`config.mk`:
```
export PLATFORM = sky130hd
export DESIGN_NAME = multi_digit_display_7_segments
export DESIGN_NICKNAME = d
export VERILOG_FILES = /design/src/rtl/disp7_pkg.sv /design/src/rtl/bcd_to_seg7.sv /design/src/rtl/multi_digit_display_7_segments.sv
export SDC_FILE = /design/constraint.sdc
export NUM_CORES = 1
export LEC_CHECK = 0
export CORE_ASPECT_RATIO = 1.2
export CORE_MARGIN = 2
export CORE_UTILIZATION = 30
export CTS_BUF_LIST = sky130_fd_sc_hd__clkbuf_2
export DETAILED_ROUTE_END_ITERATION = 10
export GPL_TIMING_DRIVEN = 0
export SYNTH_ARGS = -nofsm -noshare
export SYNTH_HDL_FRONTEND = slang
export SYNTH_SLANG_ARGS = --single-unit
```
`constraint.sdc`:
```
create_clock -name clk -period 3.6 [get_ports clk]
set_input_delay 0.72 -clock clk [delete_from_list [all_inputs] [get_ports clk]]
set_output_delay 0.72 -clock clk [all_outputs]
set_load 0.1 [all_outputs]
```
`src/rtl/disp7_pkg.sv`:
```
// rtl/disp7_pkg.sv - shared segment constants and FSM state type for the 7-segment display driver
package disp7_pkg;

    // Active-low patterns, bit order {g,f,e,d,c,b,a}
    localparam logic [6:0] SEG_BLANK = 7'h7F;
    localparam logic [6:0] SEG_DASH  = 7'b0111111;
    localparam logic [6:0] SEG_RESET = 7'b1000000;

    localparam logic [6:0] SEG_DIGIT [0:9] = '{
        7'b1000000, 7'b1111001, 7'b0100100, 7'b0110000, 7'b0011001,
        7'b0010010, 7'b0000010, 7'b1111000, 7'b0000000, 7'b0010000
    };

    typedef enum logic [1:0] {
        IDLE,
        SHIFT,
        UPDATE
    } disp7_state_t;

endpackage

```
`src/rtl/bcd_to_seg7.sv`:
```
// rtl/bcd_to_seg7.sv - combinational BCD nibble to active-low 7-segment pattern
module bcd_to_seg7
    import disp7_pkg::*;
(
    input  logic [3:0] nibble,
    output logic [6:0] seg
);

    // Digits 0-9 map to their glyphs; codes 10-15 are shown blank
    always_comb begin
        seg = SEG_BLANK;
        for (int i = 0; i < 10; i++) begin
            if (nibble == 4'(i)) begin
                seg = SEG_DIGIT[i];
            end
        end
    end

endmodule

```
`src/rtl/multi_digit_display_7_segments.sv`:
```
// rtl/multi_digit_display_7_segments.sv - iterative binary-to-BCD 7-segment driver (option: DISP7_LZ_BLANK_EN)
module multi_digit_display_7_segments
    import disp7_pkg::*;
#(
    parameter int WIDTH  = 6,
    parameter int DIGITS = 2
) (
    input  logic                  clk,
    input  logic                  rst,
    input  logic                  in_valid,
    input  logic [WIDTH-1:0]      in_value,
    output logic                  in_ready,
    output logic [7*DIGITS-1:0]   seg,
    output logic                  done,
    output logic                  overflow
);

    localparam int CW = $clog2(WIDTH + 1);
    localparam int BW = 4 * DIGITS;
    localparam longint unsigned MAX_SHOWN = longint'(10) ** DIGITS - 1;

    disp7_state_t          state, state_nxt;
    logic [WIDTH-1:0]      bin_q;
    logic [BW-1:0]         bcd_q;
    logic [BW-1:0]         bcd_adj;
    logic [BW+WIDTH-1:0]   shifted;
    logic [CW-1:0]         cnt_q;
    logic                  ovf_q;
    logic [7*DIGITS-1:0]   dec_seg;
    logic [7*DIGITS-1:0]   seg_nxt;

    assign in_ready = (state == IDLE);

    // State register
    always_ff @(posedge clk) begin
        if (rst) begin
            state <= IDLE;
        end else begin
            state <= state_nxt;
        end
    end

    // Next state: SHIFT runs until the last bit has been consumed
    always_comb begin
        state_nxt = state;
        case (state)
            IDLE:    if (in_valid) state_nxt = SHIFT;
            SHIFT:   if (cnt_q == CW'(1)) state_nxt = UPDATE;
            UPDATE:  state_nxt = IDLE;
            default: state_nxt = IDLE;
        endcase
    end

    // Double-dabble correction: bump every nibble >= 5 by 3 before the shift
    always_comb begin
        bcd_adj = bcd_q;
        for (int k = 0; k < DIGITS; k++) begin
            if (bcd_q[4*k +: 4] >= 4'd5) begin
                bcd_adj[4*k +: 4] = bcd_q[4*k +: 4] + 4'd3;
            end
        end
        shifted = {bcd_adj, bin_q} << 1;
    end

    genvar g;
    generate
        for (g = 0; g < DIGITS; g++) begin : g_dec
            bcd_to_seg7 u_dec (
                .nibble (bcd_q[4*g +: 4]),
                .seg    (dec_seg[7*g +: 7])
            );
        end
    endgenerate

`ifdef DISP7_LZ_BLANK_EN
    logic lead;
`endif

    // Final display image: dashes on overflow, otherwise decoded digits (optionally zero-blanked)
    always_comb begin
        seg_nxt = dec_seg;
`ifdef DISP7_LZ_BLANK_EN
        lead = 1'b1;
        for (int k = DIGITS - 1; k >= 1; k--) begin
            if (bcd_q[4*k +: 4] != 4'd0) begin
                lead = 1'b0;
            end
            if (lead) begin
                seg_nxt[7*k +: 7] = SEG_BLANK;
            end
        end
`endif
        if (ovf_q) begin
            seg_nxt = {DIGITS{SEG_DASH}};
        end
    end

    // Datapath: capture, shift, then publish the result in one registered step
    always_ff @(posedge clk) begin
        if (rst) begin
            bin_q    <= '0;
            bcd_q    <= '0;
            cnt_q    <= '0;
            ovf_q    <= 1'b0;
            seg      <= {DIGITS{SEG_RESET}};
            done     <= 1'b0;
            overflow <= 1'b0;
        end else begin
            done <= 1'b0;
            case (state)
                IDLE: begin
                    if (in_valid) begin
                        bin_q <= in_value;
                        bcd_q <= '0;
                        cnt_q <= CW'(WIDTH);
                        ovf_q <= (64'(in_value) > MAX_SHOWN);
                    end
                end
                SHIFT: begin
                    bcd_q <= shifted[BW+WIDTH-1 -: BW];
                    bin_q <= shifted[WIDTH-1:0];
                    cnt_q <= cnt_q - CW'(1);
                end
                UPDATE: begin
                    seg      <= seg_nxt;
                    overflow <= ovf_q;
                    done     <= 1'b1;
                end
                default: ;
            endcase
        end
    end

endmodule
```
==> impl_metrics.py <==
metrics = {
    "hold_path": {
        "hp-class": "register to register",
    },
    "layout": {
        "final_common_cell": "dfxtp_1",
        "regArea_sq_um": 681,
        "drive_above_1_share_pct": 9.20,
        "mostFrequentLayoutCells": "dfxtp_1 (34), a21oi_1 (31), nor2_1 (29)",
        "area_growth_pct": 20.4,
        "fill_cells": 674,
        "insertedDiodeCount": 0,
        "fin_cells": 343,
        "layout.nets": 281,
        "multi_input_area_sq_um": 1060,
    },
    "timing": {
        "maxSlewViolCount": 0,
        "tightest_slew_ps": 974,
        "setup_viol": 0,
        "whs_ps": 461,
        "rsz0062_at_grt": "false",
        "max_slew_margin_pct": 34.9,
        "tns_ps": 0,
        "fin_crit_sh_pct": 83.8,
        "fin_crit_ps": 3020,
        "fin_skew_ps": 37.4,
        "hold_violations": 0,
        "setup_ws_ps": 584,
        "max_freq_ghz": 0.332,
    },
    "place": {
        "place_ws_ps": 1000,
        "gp_congestion": 0.791,
        "numPlacedInstances": 335,
        "portBuffers": 24,
        "dpl.hpwl_um": 2990,
    },
    "critical_path": {
        "startpoint": "state[1]",
        "rrSetupSlack_ps": 1700,
        "worstReg2RegEnd": "seg[5]",
        "cp_max_fo": 10,
        "r2r-start": "bcd_q[0]",
        "cp.arrival_ps": 2300,
        "critPathKind": "register to output port",
        "cp-endpoint": "in_ready",
        "start_kind": "register",
        "max_stage_delay_ps": 1130,
        "r2r_cells": 6,
        "worstPathRequired_ps": 2880,
        "cp_slowest_cell": "clkdlybuf4s50_1",
        "cpMostUsedCell": "buf_2",
        "crit_chain": "buf_2, buf_2, nor2_1, clkdlybuf4s50_1",
        "cp-end-kind": "output port",
    },
    "global_routing": {
        "grtUsageTotal_pct": 12.5,
        "grt_pass1_wl_um": 7100,
        "grt_pass1_vias": 1535,
        "grt_max_degree": 11,
        "gr-total-overflow": 0,
        "antenna_found_initial": 0,
    },
    "routing": {
        "drt_first_iter_violations": 80,
        "drc_errors": 0,
        "wl_um": 4090,
        "vias": 1673,
        "drt_pass1_iterations": 6,
        "final_antenna_net_count": 0,
        "viasPerCell": 4.88,
        "avgRoutedWirePerCell_um": 11.9,
    },
    "power": {
        "p_leak_nw": 0.860,
        "irDropWorstVdd_mv": 0.153,
        "power_w": 0.000681,
        "p_per_area_nw_per_um2": 302,
    },
    "cts": {
        "cts_hold_buf": 0,
        "cts-buffers-inserted": 5,
        "cts_sinks": 34,
        "post_cts_buffers": 0,
        "root_buffer": "clkbuf_2",
        "path_clk_slew_ps": 170,
        "cts_tree": "done",
        "htree_levels": 2,
        "clock_latency_ps": 390,
        "ctsResizeCount": 0,
        "clk_path_buf_depth": 2,
    },
    "synthesis": {
        "yosysSeqAreaShare_pct": 36.3,
        "synth_edf_count": 0,
        "post_synth_fa_ha_maj_area_fraction_pct": 8.01,
        "synth_compound_area_share_pct": 28.2,
        "synth_cell_type_count": 45,
        "syn-num-nets": 250,
        "synthMuxAreaShare_pct": 1.60,
        "syn_area_sq_um": 1870,
        "synth_cells": 229,
        "synth_seq_cells": 34,
        "async_flop_share_pct": 0,
        "synth_xor_xnor_area_share_pct": 1.40,
        "synth_flop_cell": "dfxtp_1",
        "synth_top_family_by_area": "compound AO/OA/AOI/OAI gates",
        "synth-simple-area-share_pct": 17.2,
        "synth.avg_cell_area_sq_um": 8.18,
        "ys_warn_count": 0,
    },
    "status": {
        "status": "finished, final reports clean",
    },
    "die": {
        "die-area_sq_um": 6900,
        "fp.coreArea_sq_um": 6050,
        "io_pins": 26,
        "die_y_um": 90.6,
        "rows": 31,
        "start_util_pct": 31.0,
        "dieWidth_um": 76.2,
    },
    "job": {
        "cap_violations": 0,
    },
}
## state kept, by name (all words and copies together), names as in the netlist
name / count
bin_q: 6
done: 1
seg: 14
state: 2
cnt_q: 3
bcd_q: 8
## where the power goes
part	internal, W	switching [W]
registers	0.000389	0.00000901
clock network	0.0000478	0.000130
logic	0.0000392	0.0000652
total	0.000476	0.000204
## final cells by class
class | instances | area share, %
Multi-Input combinational cell | 163 | 47.0
Sequential cell | 34 | 30.2
Buffer | 17 | 3.44
Timing Repair Buffer | 24 | 10.6
Clock inverter | 2 | 0.388
Tap cell | 82 | 4.55
Inverter | 15 | 2.50
Clock buffer | 6 | 1.33
## layer usage
metal / track usage (%) / wire length [um] / part of all wire [%]
met1: 15.5 / 2030 / 50
met2: 20.8 / 1860 / 45
met5: 0 / 0 / 0
met4: 4.39 / 51 / 1.2
met3: 3.40 / 143 / 3.5
## worst max-delay path, delay by kind of cell, from the launching register on
kind,cells,cell delay [ps]
flip-flops,1,340
buffers and inverters,3,1500
AND/OR/NAND/NOR,1,100
## synth_stat cells, types with 4 or more instances
library cell,number,area (sq um)
a211oi_1,6,45.0
nand2_1,7,26.3
nor2b_1,4,25.0
clkbuf_1,7,26.3
a21oi_1,31,155
nand3b_1,4,30.0
nor2_1,29,109
o21ai_0,11,55.1
nand2b_1,7,43.8
ha_1,12,150
a22o_1,5,43.8
dfxtp_1,34,681
buf_2,8,40.0
a221oi_1,4,35.0
inv_1,14,52.6
## worst min path at each step
stage,from,to,slack [ps],cells after the start
2_1_floorplan,bin_q[4],bin_q[5],460,2
4_1_cts,seg[8],seg[8],470,2
3_5_place_dp,seg[8],seg[8],450,2
3_3_place_gp,seg[8],seg[8],440,2
6_report,seg[8],seg[8],460,2
5_1_grt,seg[7],seg[7],500,2
## cell families after synthesis
logic type | after synthesis
other cells | 1
simple gates | 65
buf+inv | 32
compound gates | 79
mux | 3
xor+xnor | 3
fa+ha+maj | 12
flops | 34
## per-stage QoR
| stage | utilization [%] | cell area, sq um |
|---|---|---|
| after floorplan | - | 1870 |
| after global placement | 36.6 | 2220 |
| after detailed placement | 36.6 | 2220 |
| after CTS | 37.3 | 2260 |
| after global routing | 37.3 | 2260 |
| final | 37.3 | 2260 |
No activity file was read; power rests on OpenSTA's default activity.
